## config.mk

```make
export PLATFORM = sky130hd
export DESIGN_NAME = prog_loader
export DESIGN_NICKNAME = d
export VERILOG_FILES = /design/src/rtl/PARAMS_pkg.sv /design/src/rtl/prog_loader_hold_cnt.sv /design/src/rtl/prog_loader.sv
export SDC_FILE = /design/constraint.sdc
export NUM_CORES = 1
export LEC_CHECK = 0
export CORE_MARGIN = 2
export CORE_UTILIZATION = 39
export CTS_CLUSTER_DIAMETER = 40
export DETAILED_ROUTE_END_ITERATION = 16
export PLACE_DENSITY_LB_ADDON = 0.05
export SETUP_SLACK_MARGIN = 0.2
export SYNTH_ARGS = -nofsm -noshare
export SYNTH_HDL_FRONTEND = slang
export SYNTH_HIERARCHICAL = 1
export SYNTH_SLANG_ARGS = --single-unit
```

## constraint.sdc

```tcl
create_clock -name clk -period 1.61 [get_ports clk]
set_input_delay 0.161 -clock clk [delete_from_list [all_inputs] [get_ports clk]]
set_output_delay 0.161 -clock clk [all_outputs]
set_load 0.01 [all_outputs]
```

## src/rtl/PARAMS_pkg.sv

```systemverilog
// PARAMS_pkg: shared word size, loader state encoding and image bus slicing helper.
package PARAMS_pkg;
    localparam int WD_SIZE = 32;

    typedef enum logic [2:0] {IDLE, LOAD, DRAIN, HOLD, RUN} loader_state_t;

    function automatic int img_word_lsb(input int i);
        return i * WD_SIZE;
    endfunction
endpackage

```

## src/rtl/prog_loader_hold_cnt.sv

```systemverilog
// prog_loader_hold_cnt: loadable down-counter with terminal-count flag, times the post-load reset hold.
module prog_loader_hold_cnt #(
    parameter int W = 1
) (
    input  logic         clk,
    input  logic         reset,
    input  logic         load,
    input  logic         en,
    input  logic [W-1:0] load_val,
    output logic         tc
);
    logic [W-1:0] cnt_q, cnt_d;

    always_comb cnt_d = load ? load_val : (en && cnt_q != '0) ? cnt_q - W'(1) : cnt_q;

    always_ff @(posedge clk) begin
        if (reset) cnt_q <= '0;
        else       cnt_q <= cnt_d;
    end

    assign tc = cnt_q == '0;
endmodule

```

## src/rtl/prog_loader.sv

```systemverilog
// prog_loader: streams a program image into the imem init bus and holds the core in reset
// until the image is complete plus a fixed settle time.
module prog_loader
    import PARAMS_pkg::*;
#(
    parameter int WORDS       = 4,
    parameter int HOLD_CYCLES = 2
) (
    input  logic                     clk,
    input  logic                     reset,
    input  logic                     load_start,
    input  logic                     s_valid,
    output logic                     s_ready,
    input  logic [WD_SIZE-1:0]       s_data,
    input  logic                     s_last,
    output logic [WORDS*WD_SIZE-1:0] image_o,
    output logic                     core_reset_n,
    output logic                     done,
    output logic                     err_overflow
);
    localparam int CW = WORDS > 1 ? $clog2(WORDS) : 1;
    localparam int HW = HOLD_CYCLES > 1 ? $clog2(HOLD_CYCLES) : 1;

    loader_state_t      state_q, state_d;
    logic [CW-1:0]      cnt_q, cnt_d;
    logic [WD_SIZE-1:0] img_q [WORDS];
    logic [WD_SIZE-1:0] img_d [WORDS];
    logic               err_q, err_d, run_q, run_d;
    logic               beat, hold_load, hold_tc;

    assign s_ready = state_q == LOAD || state_q == DRAIN;
    assign beat    = s_valid && s_ready;

    always_comb begin
        state_d   = state_q;
        cnt_d     = cnt_q;
        img_d     = img_q;
        err_d     = err_q;
        hold_load = 1'b0;
        case (state_q)
            IDLE, RUN: if (load_start) begin
                state_d = LOAD;
                cnt_d   = '0;
                err_d   = 1'b0;
                img_d   = '{default: '0};
            end
            LOAD: if (beat) begin
                img_d[cnt_q] = s_data;
                cnt_d        = cnt_q + CW'(1);
                if (s_last) begin
                    state_d   = HOLD;
                    hold_load = 1'b1;
                end else if (cnt_q == CW'(WORDS - 1)) begin
                    // Image is full but the stream continues: swallow the rest
                    state_d = DRAIN;
                    err_d   = 1'b1;
                end
            end
            DRAIN: if (beat && s_last) begin
                state_d   = HOLD;
                hold_load = 1'b1;
            end
            HOLD:    state_d = hold_tc ? RUN : HOLD;
            default: state_d = IDLE;
        endcase
        run_d = state_d == RUN;
    end

    prog_loader_hold_cnt #(.W(HW)) u_hold_cnt (
        .clk      (clk),
        .reset    (reset),
        .load     (hold_load),
        .en       (state_q == HOLD),
        .load_val (HW'(HOLD_CYCLES - 1)),
        .tc       (hold_tc)
    );

    always_ff @(posedge clk) begin
        if (reset) begin
            state_q <= IDLE;
            cnt_q   <= '0;
            img_q   <= '{default: '0};
            err_q   <= 1'b0;
            run_q   <= 1'b0;
        end else begin
            state_q <= state_d;
            cnt_q   <= cnt_d;
            img_q   <= img_d;
            err_q   <= err_d;
            run_q   <= run_d;
        end
    end

    for (genvar i = 0; i < WORDS; i++) begin : g_img
        assign image_o[img_word_lsb(i) +: WD_SIZE] = img_q[i];
    end

    assign core_reset_n = run_q;
    assign done         = run_q;
    assign err_overflow = err_q;
endmodule

```

==> impl_metrics.env <==
export IMPL_synth_seq_cells=136
export IMPL_finalPower_mw=8.059
export IMPL_crit_path_top_delay_cell="clkdlybuf4s50_1"
export IMPL_die_area_mm2=0.01231
export IMPL_core_area_mm2=0.01127
export IMPL_io_buffer_count=168
export IMPL_status="complete, but fails checks"
export IMPL_drt_iter0_markers=178
export IMPL_insertion_delay_ns=0.41
export IMPL_nets=634
export IMPL_synth_warnings=6
export IMPL_synth_nets=400
export IMPL_path_max_fanout=8
export IMPL_clk_pin_slew_worst_paths_ns=0.06
export IMPL_hold_violations=0
export IMPL_place_gp_congestion=0.8139
export IMPL_synthCells=359
export IMPL_period_needed_ns=1.686
export IMPL_detail_route_wirelength_um=15500
export IMPL_grt_start_max_net_pins=25
export IMPL_nFillCells=849
export IMPL_yosysMostFrequentCell="dfxtp_1"
export IMPL_grt_usage=0.2462
export IMPL_drc_errors=0
export IMPL_gr_total_overflow=0
export IMPL_grt_pass1_vias=3928
export IMPL_max_freq_ghz=0.5931
export IMPL_h_tree_depth=4
export IMPL_synthFlopType="dfxtp_1"
export IMPL_power_density_mw_per_mm2=1025
export IMPL_rows=39
export IMPL_drtAntennaViolNets=0
export IMPL_synth_avg_cell_area_um2=12.42
export IMPL_cap_violations=0
export IMPL_start_util=0.3956
export IMPL_max_stage_delay_ns=0.54
export IMPL_crit_buf_inv=5
export IMPL_placed_cells=669
export IMPL_syn_to_final_growth_pct=76.29
export IMPL_yosysSeqAreaShare=0.6105
export IMPL_dp_hpwl_um=8300
export IMPL_hp_class="input port to flip-flop"
export IMPL_cp_top_family="buffers and inverters"
export IMPL_cp_required_ns=1.95
export IMPL_finalSetupViolCount=69
export IMPL_cts_sinks=136
export IMPL_endpoint_kind="flip-flop"
export IMPL_setup_ws_ns=-0.07617
export IMPL_dieWidth_um=110.9
export IMPL_holdWs_ns=0.4432
export IMPL_routedWlPerCell_um=20.75
export IMPL_crit_arrival_ns=2.03
export IMPL_cp_cell_sequence="clkdlybuf4s50_1 -> buf_4 -> nand3b_1 -> a21o_1 -> nor4b_4 -> buf_6 -> buf_12 -> buf_12 -> a22o_1"
export IMPL_synth_edff_count=0
export IMPL_cts_tree="built"
export IMPL_antenna_cells=0
export IMPL_synth_top_area_cell="dfxtp_1"
export IMPL_leakagePower_nw=3.762
export IMPL_place_area_mm2=0.006529
export IMPL_vias=3960
export IMPL_synth_distinct_cells=36
export IMPL_cts_buffer_depth=2
export IMPL_fin_area_mm2=0.007861
export IMPL_crit_path_frequent_cell="buf_12"
export IMPL_netlist_top_cells_area="dfxtp_1 61%, a22o_1 25%, buf_6 1.8%"
export IMPL_final_setup_skew_ns=0.009926
export IMPL_crit_type="input port to flip-flop"
export IMPL_yosys_area_top_type_share=0.6105
export IMPL_cp_start_kind="input port"
export IMPL_avgViaCountPerCell=5.301
export IMPL_grt_first_pass_wirelength_um=23380
export IMPL_drv_slew=0
export IMPL_violations="negative setup slack"
export IMPL_tns_ns=-3.079
export IMPL_async_flop_share=0
export IMPL_antenna_found_initial=0
export IMPL_peakVddDrop_mv=0.6115
export IMPL_synth_common_cells="136 x dfxtp_1, 128 x a22o_1, 17 x clkbuf_1, 9 x nor2_1, 7 x buf_6"
export IMPL_numCtsBuffers=17
export IMPL_layout_drive_gt1_share=0.2219
export IMPL_firstDrtPassIters=4
export IMPL_die_y_um=110.9
export IMPL_rsz0062_at_grt="true"
export IMPL_period_share=1.047
export IMPL_clockRootBuffer="clkbuf_16"
export IMPL_ios=169
export IMPL_syn_area_mm2=0.004459
export IMPL_finalNonFillerCells=747
==> placed cells by master, fill, tap and decap left out, types with 3 or more instances in the layout <==
| cell type | n |
|---|---|
| dfxtp_1 | 131 |
| dlygate4sd2_1 | 131 |
| a22o_1 | 128 |
| clkdlybuf4s50_1 | 36 |
| buf_6 | 22 |
| clkbuf_16 | 21 |
| buf_4 | 21 |
| buf_12 | 16 |
| buf_16 | 11 |
| nor2_1 | 7 |
| clkinv_2 | 6 |
| o21ai_4 | 5 |
| a21oi_1 | 5 |
| nand2b_4 | 4 |
| nor2b_1 | 3 |
| inv_1 | 3 |
| nor2_4 | 3 |
| ha_4 | 3 |
| clkbuf_1 | 3 |
| dfxtp_2 | 3 |
==> final timing paths <==
kind,startpoint,end,slack (ns),cells after the start
hold reg to reg,err_overflow$_SDFFE_PP0P_,err_overflow$_SDFFE_PP0P_,0.46,1
setup reg to reg,cnt_q[0]$_SDFFE_PP0P_,image_o[114]$_SDFFE_PP0P_,-0.07,7
setup / recovery,s_valid,image_o[79]$_SDFFE_PP0P_,-0.08,9
hold / removal,s_data[26],image_o[26]$_SDFFE_PP0P_,0.44,2
==> layer usage <==
metal / up-vias / wire length, µm / GRT usage
li1: 1844 / - / -
met4: 0 / 162 / 0.07417
met5: - / 0 / 0
met2: 154 / 7228 / 0.3857
met1: 1947 / 7185 / 0.3348
met3: 15 / 925 / 0.06506
==> area by class of cell <==
type / count / area (µm²) / share of cell area
clock buffer: 20 / 436.7 / 0.05555
clock inverter: 10 / 106.4 / 0.01353
sequential: 136 / 2734 / 0.3478
inverter: 4 / 17.52 / 0.002228
tap: 143 / 178.9 / 0.02276
multi-input combinational: 190 / 1717 / 0.2184
timing repair buffer: 244 / 2671 / 0.3398
==> cells by family after synthesis <==
group | count (synthesis) | synth area share
flops | 136 | 0.6105
fa+ha+maj | 4 | 0.01122
xor+xnor | 1 | 0.001964
buf+inv | 34 | 0.04265
other cells | 1 | 0.0008409
compound gates | 145 | 0.2761
simple gates | 38 | 0.05668
==> state kept, by name (all words and copies together) (netlist names) <==
| register | flops |
|---|---|
| image_o | 128 |
| state_q | 3 |
| cnt_q | 2 |
| core_reset_n | 1 |
| err_overflow | 1 |
| u_hold_cnt/cnt_q | 1 |
==> stage by stage <==
step                setup slack, ns  utilization
CTS                        -0.01488       0.6793
floorplan                    0.1463            -
global route                -0.1427       0.6974
finish                     -0.07617       0.6974
detailed placement          -0.4420       0.5792
global placement            -0.3925       0.5792
==> report_power, final <==
part | switching (mW) | internal [mW] | leakage [nW]
sequential | 0.0394 | 3.42 | 1.10
combinational | 0.462 | 0.504 | 2.39
clock | 1.38 | 2.24 | 0.269
==> worst reg2reg max path: stages (launching register included) <==
cell       delay (ns)
dfxtp_2          0.34
buf_6            0.10
ha_4             0.12
or4b_4           0.48
nor2_4           0.14
buf_12           0.16
clkbuf_16        0.16
a22o_1           0.12
==> timing repair <==
action,CTS,global route
gates resized for setup,194,3
hold buffers,0,0
hold endpoints to repair,0,0
pin swaps,67,40
gates cloned,13,5
setup endpoints to repair,260,129
buffers inserted,23,7
No activity file was read; power rests on OpenSTA's default activity.
